File: src/rtl/uart_rx_fifo.sv
// Receive-side byte FIFO behind the UART receiver: level/almost-full/sticky overflow.
// Optional idle-line timeout is compiled in with `define UART_RX_FIFO_TIMEOUT_EN.
module uart_rx_fifo #(
    parameter int DATA_W        = 8,
    parameter int ADDR_W        = 4,
    parameter int AFULL_LVL     = 12,
    parameter int TIMEOUT_CHARS = 4
) (
    input  logic              clk,
    input  logic              rst_n,
    input  logic              clken_16bps,
    input  logic [DATA_W-1:0] rxd_data,
    input  logic              rxd_flag,
    input  logic              rd_en,
    output logic [DATA_W-1:0] rd_data,
    output logic              rd_valid,
    output logic              empty,
    output logic              full,
    output logic              almost_full,
    output logic [ADDR_W:0]   level,
    output logic              overflow,
    input  logic              ovf_clr,
    output logic              timeout
);

    localparam int              DEPTH     = 2**ADDR_W;
    localparam logic [ADDR_W:0] LVL_FULL  = (ADDR_W+1)'(DEPTH);
    localparam logic [ADDR_W:0] LVL_AFULL = (ADDR_W+1)'(AFULL_LVL);

    logic [DATA_W-1:0] mem [DEPTH];
    logic [ADDR_W-1:0] wr_ptr;
    logic [ADDR_W-1:0] rd_ptr;
    logic [ADDR_W:0]   level_nxt;
    logic              rd_acc;
    logic              wr_acc;
    logic              drop;

    // A read frees the slot a same-cycle write needs, so a full FIFO still accepts.
    assign rd_acc = rd_en && !empty;
    assign wr_acc = rxd_flag && (!full || rd_acc);
    assign drop   = rxd_flag && full && !rd_acc;

    always_comb begin
        level_nxt = level;
        if (wr_acc && !rd_acc)
            level_nxt = level + 1'b1;
        else if (rd_acc && !wr_acc)
            level_nxt = level - 1'b1;
    end

    always_ff @(posedge clk) begin
        if (wr_acc)
            mem[wr_ptr] <= rxd_data;
    end

    always_ff @(posedge clk or negedge rst_n) begin
        if (!rst_n) begin
            wr_ptr      <= '0;
            rd_ptr      <= '0;
            level       <= '0;
            empty       <= 1'b1;
            full        <= 1'b0;
            almost_full <= 1'b0;
            rd_data     <= '0;
            rd_valid    <= 1'b0;
            overflow    <= 1'b0;
        end else begin
            if (wr_acc)
                wr_ptr <= wr_ptr + 1'b1;
            if (rd_acc) begin
                rd_ptr  <= rd_ptr + 1'b1;
                rd_data <= mem[rd_ptr];
            end
            rd_valid    <= rd_acc;
            level       <= level_nxt;
            empty       <= (level_nxt == '0);
            full        <= (level_nxt == LVL_FULL);
            almost_full <= (level_nxt >= LVL_AFULL);
            // A drop in the same cycle as the clear wins, so no loss goes unreported.
            if (drop)
                overflow <= 1'b1;
            else if (ovf_clr)
                overflow <= 1'b0;
        end
    end

`ifdef UART_RX_FIFO_TIMEOUT_EN
    localparam logic [15:0] TO_LIMIT = 16'(TIMEOUT_CHARS * 160);

    logic [15:0] idle_cnt;
    logic [15:0] idle_cnt_nxt;
    logic        idle_clr;

    assign idle_clr = wr_acc || rd_acc || empty;

    always_comb begin
        idle_cnt_nxt = idle_cnt;
        if (idle_clr)
            idle_cnt_nxt = '0;
        else if (clken_16bps && idle_cnt != '1)
            idle_cnt_nxt = idle_cnt + 1'b1;
    end

    always_ff @(posedge clk or negedge rst_n) begin
        if (!rst_n) begin
            idle_cnt <= '0;
            timeout  <= 1'b0;
        end else begin
            idle_cnt <= idle_cnt_nxt;
            timeout  <= !idle_clr && (idle_cnt_nxt >= TO_LIMIT);
        end
    end
`else
    localparam int unused_timeout_chars = TIMEOUT_CHARS;
    logic unused_clken;

    assign unused_clken = clken_16bps;
    assign timeout      = 1'b0;
`endif

endmodule

File: config.mk
export PLATFORM = sky130hd
export DESIGN_NAME = uart_rx_fifo
export DESIGN_NICKNAME = d
export VERILOG_FILES = /design/src/rtl/uart_rx_fifo.sv
export SDC_FILE = /design/constraint.sdc
export NUM_CORES = 1
export LEC_CHECK = 0
export CORE_MARGIN = 3
export CORE_UTILIZATION = 46
export CTS_CLUSTER_DIAMETER = 200
export DETAILED_ROUTE_END_ITERATION = 10
export GPL_TIMING_DRIVEN = 1
export PLACE_DENSITY_LB_ADDON = 0.15
export SLEW_MARGIN = 0
export SYNTH_ARGS = -nofsm -noshare
export SYNTH_HDL_FRONTEND = slang
export SYNTH_SLANG_ARGS = --single-unit
File: constraint.sdc
create_clock -name clk -period 6.45 [get_ports clk]
set_input_delay 1.29 -clock clk [delete_from_list [all_inputs] [get_ports clk]]
set_output_delay 1.29 -clock clk [all_outputs]
set_load 0.02 [all_outputs]
Word level (Yosys, flattened, before mapping). Memories as Yosys holds them, arrays and structs flattened. A register that Yosys moved wholly into a read port is not among the register bits. Index checks and enable logic that the tools add are counted.

Add/sub/neg operators: 4. Magnitude comparators: 1. Eq/ne operators: 1. Multiplexer cells: 6. Reductions and logical operators: 14.

Operators with widths (count): 2-to-1 mux 5 bit (2); adder 4 x 1 -> 4 bit (second input constant) (2); logical AND 1 bit (6); adder 5 x 1 -> 5 bit (second input constant) (1); == test 5 bit (second input constant) (1); >= comparator 5 x 4 -> 1 bit (second input constant) (1); logical NOT 1 bit (5); logical NOT 5 bit (1); subtractor 5 x 1 -> 5 bit (second input constant) (1); 2-to-1 mux 1 bit (4); nonzero test 2 bit (1); logical OR 1 bit (1).

Flip-flop bits (word level): 18. RAM bits: 128. Bits of input ports: 14. Output and inout port bits: 19. Logic and storage cells: 35. Memories kept: 1.

Memories: mem (words 16, width 8, rd ports 1, clocked after memory_dff 1, write ports 1, RTL line 30) `logic [DATA_W-1:0] mem [DEPTH];`.

Longest topological paths before layout. Gate-level depths: netlist of the first run.

Depth in word-level cells: 9. Mapped depth: 8. Gate-level depth less buffers: 7.

Worst setup path before layout of the first run. No wires, ideal clock.

Path type: input to register. Start point: input port rd_en. End point: memory mem[3][0] (enable). Setup time: 0.383 ns. Arrival: 2.505 ns. Setup slack: 3.561 ns. Stages on the path: 5. Path buffers: 1. Path through: nand2b_4 -> buf_6 -> a21boi_2 -> nand2_1 -> nor3_1.

Longest elaborated chain between the ends: 5.

Ends and longest elaborated chain: from (decl) (RTL line 14) `input logic rd_en,`; logical AND 1 bit (RTL line 39) `assign rd_acc = rd_en && !empty;`; logical OR 1 bit (RTL line 40) `assign wr_acc = rxd_flag && (!full || rd_acc);`; logical AND 1 bit (RTL line 40); 2-to-1 mux 1 bit (RTL line 52) `if (wr_acc)`; 2-to-1 mux 1 bit (implied by the code) (RTL line 53) `mem[wr_ptr] <= rxd_data;`; to (decl) (RTL line 30).

No other way between the ends.

Final worst setup path of the first run.
Start point: input port rd_en. End point: memory mem[1][6] (enable).

Same word-level chain as after synthesis.

==> results of run 1 <==
==> flip-flops by register name (all words and copies together), names as in the netlist <==
| name | cells |
|---|---|
| full | 1 |
| rd_data | 8 |
| rd_valid | 1 |
| overflow | 1 |
| wr_ptr | 4 |
| rd_ptr | 4 |
| almost_full | 1 |
| mem | 128 |
| level | 5 |
| empty | 1 |
==> cell type report <==
| class | count | area (sq um) | share of cell area [%] |
|---|---|---|---|
| Timing Repair Buffer | 37 | 352.8 | 4.840 |
| Clock buffer | 17 | 425.4 | 5.835 |
| Multi-Input combinational cell | 228 | 1640 | 22.50 |
| Sequential cell | 154 | 4499 | 61.71 |
| Inverter | 6 | 22.52 | 0.3089 |
| Clock inverter | 14 | 130.1 | 1.785 |
| Tap cell | 176 | 220.2 | 3.020 |
==> worst register-to-register path, cell delays in order (launching register included) <==
cell	delay, ns
dfstp_2	0.37
nand2b_4	0.25
a21boi_2	0.40
nand2_1	0.25
nor3_1	0.97
==> metrics by stage <==
stage               total power [mW]  setup slack (ns)
floorplan                      2.028             3.561
global placement               2.344             2.430
detailed placement             2.360             2.337
CTS                            3.298             2.779
global route                   3.448             2.703
finish                         3.275             2.867
==> cell families (layout without fill, tap and decap cells) <==
family,count (synthesis),in the layout,synth area share (%)
flip-flops,154,154,71.63
AND/OR/NAND/NOR,99,99,7.596
multiplexers,67,67,10.79
AO/OA/AOI/OAI,43,43,4.645
buffers and inverters,28,74,2.233
XOR/XNOR,11,11,1.655
adder cells (fa/ha/maj),7,7,1.395
other,1,1,0.05975
==> per-layer routing <==
layer | routed length, microns | part of all wire [%]
met5 | 0 | 0
met4 | 237 | 1.8
met3 | 645 | 5.0
met2 | 5881 | 46
met1 | 6078 | 47
==> placed cells by master, fill, tap and decap left out, drive strengths merged, types with 5 or more instances in the layout <==
| master | count |
|---|---|
| clkinv | 11 |
| a21oi | 17 |
| ha | 7 |
| mux2i | 65 |
| nor2 | 15 |
| nand2 | 37 |
| clkdlybuf4s50 | 30 |
| o21ai | 5 |
| xnor2 | 9 |
| clkbuf | 17 |
| edfxtp | 128 |
| a22oi | 16 |
| dfrtp | 25 |
| nor3 | 5 |
| nand3 | 28 |
| inv | 7 |
| buf | 7 |
==> report_power, final <==
part | total, mW | leakage (nW) | switching [mW] | internal (mW)
logic | 0.949 | 0.862 | 0.551 | 0.398
clock network | 0.933 | 0.277 | 0.372 | 0.561
registers | 1.39 | 1.47 | 0.147 | 1.25
==> worst min path at each step <==
stage,from,to,slack [ns]
2_1_floorplan,rd_ptr[3]$_DFFE_PN0P_,rd_ptr[3]$_DFFE_PN0P_,0.46
3_3_place_gp,rd_data[5]$_DFFE_PN0P_,rd_data[5]$_DFFE_PN0P_,0.47
3_5_place_dp,rd_data[6]$_DFFE_PN0P_,rd_data[6]$_DFFE_PN0P_,0.47
4_1_cts,rd_data[6]$_DFFE_PN0P_,rd_data[6]$_DFFE_PN0P_,0.49
5_1_grt,rd_data[6]$_DFFE_PN0P_,rd_data[6]$_DFFE_PN0P_,0.51
6_report,rd_data[6]$_DFFE_PN0P_,rd_data[6]$_DFFE_PN0P_,0.48
==> results.py, run 1 <==
metrics = {
    "grt": {
        "busiest_layer": "met2",
        "grt_pass1_vias": 3480,
        "grt_pass1_wl_mm": 19.67,
        "antenna_found_initial": 0,
        "track_usage_pct": 18.44,
        "grt_overflow_total": 0,
        "grt_max_degree": 41,
        "met1_usage_pct": 26.19,
        "use_met3_pct": 5.760,
        "grtUsageMet2_pct": 26.92,
    },
    "timing": {
        "clock_skew_ns": 0.007479,
        "fin_hold_ws_ns": 0.4788,
        "worstMarginPinSlew_ns": 1.207,
        "finalCritPeriodShare_pct": 55.56,
        "max_freq_mhz": 279.1,
        "report.final.slew_viol_count": 0,
        "relSlewSlack_pct": 18.94,
        "finalSetupViolations": 0,
        "fin_setup_tns_ns": 0,
        "rsz0062_at_grt": "false",
        "hold_violations": 0,
        "period_minus_slack_ns": 3.583,
    },
    "floorplanning": {
        "core_sq_um": 13300,
        "dieArea_sq_um": 15080,
        "ioPinCount": 33,
        "std_cell_rows": 42,
        "die_h_microns": 122.8,
        "start_util_pct": 47.20,
        "dieWidth_microns": 122.8,
    },
    "power_and_ir_drop": {
        "p_leak_nw": 2.606,
        "ir_worst_vdd_mv": 0.3659,
        "p_per_area_nw_per_um2": 449.2,
    },
    "setup_path": {
        "cp_max_fo": 17,
        "cp-end-kind": "flip-flop",
        "critPathLaunch": "rd_en",
        "arrival_ns": 3.61,
        "worst-setup-path-type": "primary input to flip-flop",
        "crit_family": "simple AND/OR/NAND/NOR gates",
        "r2r-start": "empty$_DFF_PN1_",
        "critical_path_buf_inv_count": 1,
        "rr_endpoint": "mem[1][6]$_DFFE_PP_",
        "cp_slowest_stage_delay_ns": 0.96,
        "endpoint": "mem[1][6]$_DFFE_PP_",
        "r2r_cells": 4,
        "crit_chain": "clkdlybuf4s50_1 -> nand2b_4 -> a21boi_2 -> nand2_1 -> nor3_1",
        "cp-start-kind": "primary input",
        "required_ns": 6.48,
        "regToRegSetupSlack_ns": 3.83,
        "path_depth": 5,
        "cpMaxStageDelayCell": "nor3_1",
    },
    "layout": {
        "fill_cells": 1079,
        "fin_area_sq_um": 7291,
        "fin_nets": 465,
        "stdcell_count": 632,
        "drive_gt1_share_pct": 9.868,
        "n_antenna_cell": 0,
        "areaGrowthSynthToFinish_pct": 16.17,
        "final_util_pct": 54.84,
    },
    "synth": {
        "yosys_warnings": 0,
        "synth_edf_count": 128,
        "syn_area_sq_um": 6276,
        "ys_top_cells_by_count": "edfxtp_1 (128), mux2i_1 (65), nand2_1 (37), nand3_1 (28), dfrtp_1 (25)",
        "synth_seq_cells": 154,
        "synthArstFlopShare_pct": 16.88,
        "yosys.area.top_type": "edfxtp_1",
        "synthCells": 410,
        "synth_nets": 431,
        "synth_area_leaders": "edfxtp_1 (61%), mux2i_1 (10%), dfrtp_1 (10%), nand3_1 (2.2%), nand2_1 (2.2%)",
        "synth_ff_type": "edfxtp_1",
        "postSynthAreaPerCell_sq_um": 15.31,
        "yosys.cell_types.count": 41,
        "yosysMostFrequentCell": "edfxtp_1",
        "netlist.area_leader.share_pct": 61.24,
        "ys_seq_area_share_pct": 71.63,
    },
    "clock_network": {
        "cts_tree": "yes",
        "clk_latency_ns": 0.41,
        "holdBufCountCts": 0,
        "max-clock-path-buffers": 2,
        "cts_setup_buffers": 0,
        "numCtsBuffers": 17,
        "ctsResizeCount": 0,
        "cts_root_buf": "clkbuf_16",
        "clkTransAtPathRegs_ns": 0.06,
        "h-tree-depth": 4,
        "cts_sinks": 154,
    },
    "detailed_routing": {
        "wl_per_cell_microns": 20.32,
        "ant_nets": 0,
        "remaining_drc_errors": 0,
        "vias_per_cell": 5.397,
        "wl_mm": 12.84,
        "firstDrtPassIters": 5,
        "first_iter_violations": 337,
        "route.vias.total": 3411,
    },
    "min_path": {
        "hold_path.class": "flip-flop to flip-flop",
        "worstHoldPathCells": 2,
    },
    "run_status": {
        "status": "finished, final reports clean",
    },
    "placed_design": {
        "dpl_cell_area_sq_um": 6735,
        "dpl.hpwl_mm": 8.049,
        "dp_cells": 601,
        "place.gp.congestion": 0.7925,
        "portBuffers": 30,
    },
    "flow_run": {
        "cap_violations": 0,
    },
}
No activity file was read; power rests on OpenSTA's default activity.
==> run 2, diff against run 1 <==
==> constraint.sdc (replaced) <==
create_clock -name clk -period 2.9 [get_ports clk]
set_input_delay 0.58 -clock clk [delete_from_list [all_inputs] [get_ports clk]]
set_output_delay 0.58 -clock clk [all_outputs]
set_load 0.02 [all_outputs]
==> run 2 against run 1 <==
Compared with the run above:
- largest power group unchanged
- flip-flop and latch count did not move
- sequential power grew 120%
- via count rose by 0.64%
- clock skew up 0.00098 ns
- die area is the same
- register-to-register slack got worse by 2.9 ns
- routed wire length decreased by 2.2%
- critical path depth unchanged
- critical endpoint is now mem[3][7]$_DFFE_PP_
- worst setup slack got worse by 2.2 ns
- utilization is 1.8 points higher
- clock-buffer cell count rose by 1
==> results.py, run 2 (synthesis results as in run 1) <==
metrics = {
    "run_status": {
        "status": "finished, final reports clean",
    },
    "floorplanning": {
        "ioPinCount": 33,
        "dieArea_sq_um": 15080,
        "start_util_pct": 47.20,
        "std_cell_rows": 42,
        "core_sq_um": 13300,
        "dieWidth_microns": 122.8,
        "die_h_microns": 122.8,
    },
    "setup_path": {
        "cp_max_fo": 9,
        "cp-start-kind": "primary input",
        "crit_chain": "clkdlybuf4s50_1 -> a21boi_2 -> nand2_1 -> nor3_1 -> buf_4",
        "required_ns": 3.02,
        "arrival_ns": 2.35,
        "cp-end-kind": "flip-flop",
        "cpMaxStageDelayCell": "clkdlybuf4s50_1",
        "cp_slowest_stage_delay_ns": 0.65,
        "worst-setup-path-type": "primary input to flip-flop",
    },
    "clock_network": {
        "numCtsBuffers": 17,
        "clk_latency_ns": 0.42,
        "cts_tree": "yes",
        "max-clock-path-buffers": 2,
        "ctsResizeCount": 0,
        "h-tree-depth": 4,
        "holdBufCountCts": 0,
        "clkTransAtPathRegs_ns": 0.06,
        "cts_root_buf": "clkbuf_16",
        "cts_setup_buffers": 0,
        "cts_sinks": 154,
    },
    "grt": {
        "grt_pass1_vias": 3483,
        "track_usage_pct": 18.17,
        "antenna_found_initial": 1,
        "grt_pass1_wl_mm": 19.67,
        "grt_overflow_total": 0,
        "grt_max_degree": 29,
    },
    "min_path": {
        "hold_path.class": "flip-flop to flip-flop",
    },
    "detailed_routing": {
        "first_iter_violations": 243,
        "wl_mm": 12.56,
        "remaining_drc_errors": 0,
        "route.vias.total": 3433,
        "wl_per_cell_microns": 19.07,
        "firstDrtPassIters": 4,
        "vias_per_cell": 5.209,
        "ant_nets": 0,
    },
    "layout": {
        "n_antenna_cell": 0,
        "reg_top3": "mem x128, rd_data x8, level x5",
        "final_cell_mix": "edfxtp_1 (128), mux2i_1 (65), nand2_1 (37)",
        "largest_register": "mem",
        "areaGrowthSynthToFinish_pct": 20.06,
        "mostFrequentLayoutCell": "edfxtp_1",
        "largest_reg_flops": 128,
        "fin_nets": 491,
        "drive_gt1_share_pct": 14.49,
    },
    "placed_design": {
        "post-place-ws_ns": 0.2683,
        "dpl.hpwl_mm": 8.192,
        "place.gp.congestion": 0.7826,
        "portBuffers": 30,
    },
    "timing": {
        "fin_setup_tns_ns": 0,
        "finalSetupViolations": 0,
        "max_freq_mhz": 449.1,
        "relSlewSlack_pct": 43.23,
        "hold_violations": 0,
        "worstMarginPinSlew_ns": 0.8515,
        "fin_ws_ns": 0.6731,
        "period_minus_slack_ns": 2.227,
        "finalCritPeriodShare_pct": 76.79,
        "report.final.slew_viol_count": 0,
        "clock_skew_ns": 0.008462,
        "rsz0062_at_grt": "false",
    },
    "power_and_ir_drop": {
        "p_leak_nw": 2.764,
        "p_per_area_nw_per_um2": 994.8,
        "ir_worst_vdd_mv": 0.5443,
    },
    "flow_run": {
        "cap_violations": 0,
    },
}
run 2: changes by cell type in the layout (fill, tap and decap cells not counted), sizes merged:
cell	change
buf	+26
bufinv	+2
clkinv	-2
clkbuf	+1
run 2: where the power goes:
group | internal, mW | switching [mW]
Clock | 1.43 | 0.821
Combinational | 0.956 | 1.20
Sequential | 2.77 | 0.325
run 2: per-stage QoR:
stage / instances / hold slack (ns) / area [sq um] / utilization, % / power (mW)
after floorplan: 410 / 0.2844 / 6276 / - / 4.511
after global placement: 627 / 0.4692 / 6930 / 52.13 / 5.264
after detailed placement: 627 / 0.4718 / 6930 / 52.13 / 5.306
after CTS: 659 / 0.4850 / 7535 / 56.67 / 7.558
after global routing: 659 / 0.5210 / 7535 / 56.67 / 7.892
final: 659 / 0.4754 / 7535 / 56.67 / 7.496
run 2: critical path: cells and delay by family:
family / cells / cell delay [ns]
AOI/OAI and AO/OA: 1 / 0.40
buffers and inverters: 2 / 0.85
and+or+nand+nor: 2 / 0.52
run 2: final timing paths:
path	from	to	slack [ns]	cells after the start
min in group asynchronous	rst_n	level[0]$_DFF_PN0_	0.55	2
setup / recovery	rxd_flag	mem[3][7]$_DFFE_PP_	0.67	5
setup reg to reg	empty$_DFF_PN1_	mem[3][7]$_DFFE_PP_	0.96	5
hold / removal	rd_data[3]$_DFFE_PN0P_	rd_data[3]$_DFFE_PN0P_	0.48	2
hold reg to reg	rd_data[3]$_DFFE_PN0P_	rd_data[3]$_DFFE_PN0P_	0.48	2
max in group asynchronous	rst_n	empty$_DFF_PN1_	2.04	2
run 2: area by class of cell:
class	instances	area, sq um
fillers	1064	5761
well taps	176	220.2
inverters	6	22.52
multi-input cells	228	1640
clock buffers	18	429.2
repair buffers	63	548.0
flip-flops and latches	154	4499
clock inverters	14	175.2
run 2: per-layer routing:
metal  vias to the layer above  wire (microns)  GRT usage (%)
met5                         -              13              0
met1                      1698            5540          24.07
met3                         6             643          5.346
li1                       1648               -              -
met4                         2              75          5.808
met2                        79            6291          29.01
==> run 3, diff against run 2 <==
==> constraint.sdc (replaced) <==
create_clock -name clk -period 2 [get_ports clk]
set_input_delay 0.4 -clock clk [delete_from_list [all_inputs] [get_ports clk]]
set_output_delay 0.4 -clock clk [all_outputs]
set_load 0.02 [all_outputs]
==> run 3 against run 2 <==
Compared with the run above:
- clock skew down 0.00098 ns
- total power rose by 43%
- sequential power is 43% higher
==> results.py, run 3 (synthesis results as in run 1) <==
metrics = {
    "clock_network": {
        "clk_latency_ns": 0.42,
        "holdBufCountCts": 0,
        "numCtsBuffers": 17,
        "cts_root_buf": "clkbuf_16",
        "clkTransAtPathRegs_ns": 0.06,
        "cts_setup_buffers": 0,
        "cts_tree": "yes",
        "cts_sinks": 154,
        "h-tree-depth": 4,
        "max-clock-path-buffers": 2,
    },
    "setup_path": {
        "rr_endpoint": "full$_DFF_PN0_",
        "critical_path_buf_inv_count": 1,
        "cp-start-kind": "flip-flop",
        "cpMaxStageDelayCell": "clkdlybuf4s50_1",
        "arrival_ns": 1.55,
        "worst-setup-path-type": "flip-flop to output pin",
        "r2r_cells": 6,
        "crit_family": "buffers and inverters",
        "required_ns": 1.60,
        "r2r-start": "empty$_DFF_PN1_",
        "cp_slowest_stage_delay_ns": 0.60,
        "cp-end-kind": "output pin",
        "cp_max_fo": 3,
        "crit_chain": "clkdlybuf4s50_1",
        "regToRegSetupSlack_ns": 0.27,
    },
    "floorplanning": {
        "dieArea_sq_um": 15080,
        "core_sq_um": 13300,
        "ioPinCount": 33,
        "die_h_microns": 122.8,
        "std_cell_rows": 42,
        "start_util_pct": 47.20,
        "dieWidth_microns": 122.8,
    },
    "detailed_routing": {
        "route.vias.total": 3459,
        "wl_per_cell_microns": 19.17,
        "vias_per_cell": 5.170,
        "ant_nets": 0,
        "first_iter_violations": 285,
        "remaining_drc_errors": 0,
        "firstDrtPassIters": 5,
        "wl_mm": 12.83,
    },
    "placed_design": {
        "portBuffers": 30,
        "dp_cells": 638,
        "place.gp.congestion": 0.7720,
        "dpl.hpwl_mm": 8.395,
    },
    "timing": {
        "rsz0062_at_grt": "false",
        "report.final.slew_viol_count": 0,
        "clock_skew_ns": 0.007481,
        "period_minus_slack_ns": 1.951,
        "hold_violations": 0,
        "finalSetupViolations": 0,
        "finalCritPeriodShare_pct": 97.54,
        "max_freq_mhz": 512.6,
        "worstMarginPinSlew_ns": 0.6805,
        "relSlewSlack_pct": 54.49,
    },
    "min_path": {
        "hold_path.class": "primary input to asynchronous set/reset pin",
    },
    "layout": {
        "largest_reg_flops": 128,
        "areaGrowthSynthToFinish_pct": 20.91,
        "final_util_pct": 57.08,
        "fin_nets": 502,
        "drive_gt1_share_pct": 17.04,
        "final_cell_mix": "edfxtp_1 (128), mux2i_1 (65), buf_4 (41)",
        "stdcell_count": 669,
        "mostFrequentLayoutCell": "edfxtp_1",
        "reg_top3": "mem x128, rd_data x8, level x5",
        "n_antenna_cell": 0,
        "largest_register": "mem",
    },
    "grt": {
        "grt_overflow_total": 0,
        "track_usage_pct": 18.66,
        "grt_pass1_vias": 3522,
        "grt_pass1_wl_mm": 20.05,
        "antenna_found_initial": 0,
        "grt_max_degree": 27,
    },
    "power_and_ir_drop": {
        "p_leak_nw": 2.790,
        "p_clk_share_pct": 26.2,
        "internal-power_mw": 7.262,
        "p_sw_mw": 3.464,
        "ir_worst_vdd_mv": 0.7568,
        "power_frac_comb_pct": 32.7,
        "switching_share_pct": 32.30,
        "power_frac_seq_pct": 41.1,
        "p_per_area_nw_per_um2": 1413,
    },
    "flow_run": {
        "cap_violations": 0,
    },
    "run_status": {
        "status": "finished, final reports clean",
    },
}
run 3: cell count changes in the layout (fill, tap and decap cells not counted), moves of 2 or more:
cell       delta
bufinv_16     -3
clkinv_2      +2
nor3_1        -4
inv_6         -2
nor3_2        +4
buf_12        +3
clkbuf_1      +2
buf_4         +8
run 3: timing repair:
action | 4_1_cts | 5_1_grt
endpoints found under the setup margin | 2 | 0
endpoints found under the hold margin | 0 | 0
resized for setup | 2 | 0
run 3: how the worst max path moves through the flow:
stage | endpoint | cells past startpoint | startpoint
3_5_place_dp | mem[3][1]$_DFFE_PP_ | 7 | rd_en
2_1_floorplan | mem[11][0]$_DFFE_PP_ | 5 | empty$_DFF_PN1_
3_3_place_gp | mem[3][0]$_DFFE_PP_ | 7 | rd_en
6_report | empty | 1 | empty$_DFF_PN1_
5_1_grt | full | 1 | full$_DFF_PN0_
4_1_cts | empty | 1 | empty$_DFF_PN1_
run 3: cell type report:
type,count,area (sq um)
fill,1081,5707
sequential,154,4501
tap,176,220.2
multi-input combinational,228,1660
clock buffer,20,436.7
inverter,6,22.52
clock inverter,11,81.33
timing repair buffer,74,666.9
run 3: per-stage QoR:
stage	area (sq um)	TNS (ns)	total power [mW]	setup WS (ns)	hold WS (ns)
after floorplan	6296	0	6.560	0.1236	0.1044
after global placement	7071	-20.80	7.949	-0.2416	0.4655
after detailed placement	7071	-20.01	8.010	-0.2276	0.4724
after CTS	7589	0	10.83	0.02357	0.3487
after global routing	7589	0	11.31	0.004762	0.3735
final	7589	0	10.73	0.04911	0.3484
run 3: power groups by stage:
stage               Sequential (mW)  Combinational (mW)  Clock (mW)
global route                   4.47                3.82        3.01
floorplan                      4.50                2.06           0
global placement               4.46                3.49           0
CTS                            4.42                3.55        2.86
finish                         4.41                3.51        2.81
detailed placement             4.47                3.54           0
run 3: per-layer routing:
metal	GRT usage, %	share of wire [%]
met1	26.77	47
met2	27.16	46
met3	5.760	5.0
met4	6.298	2.2
met5	0	0
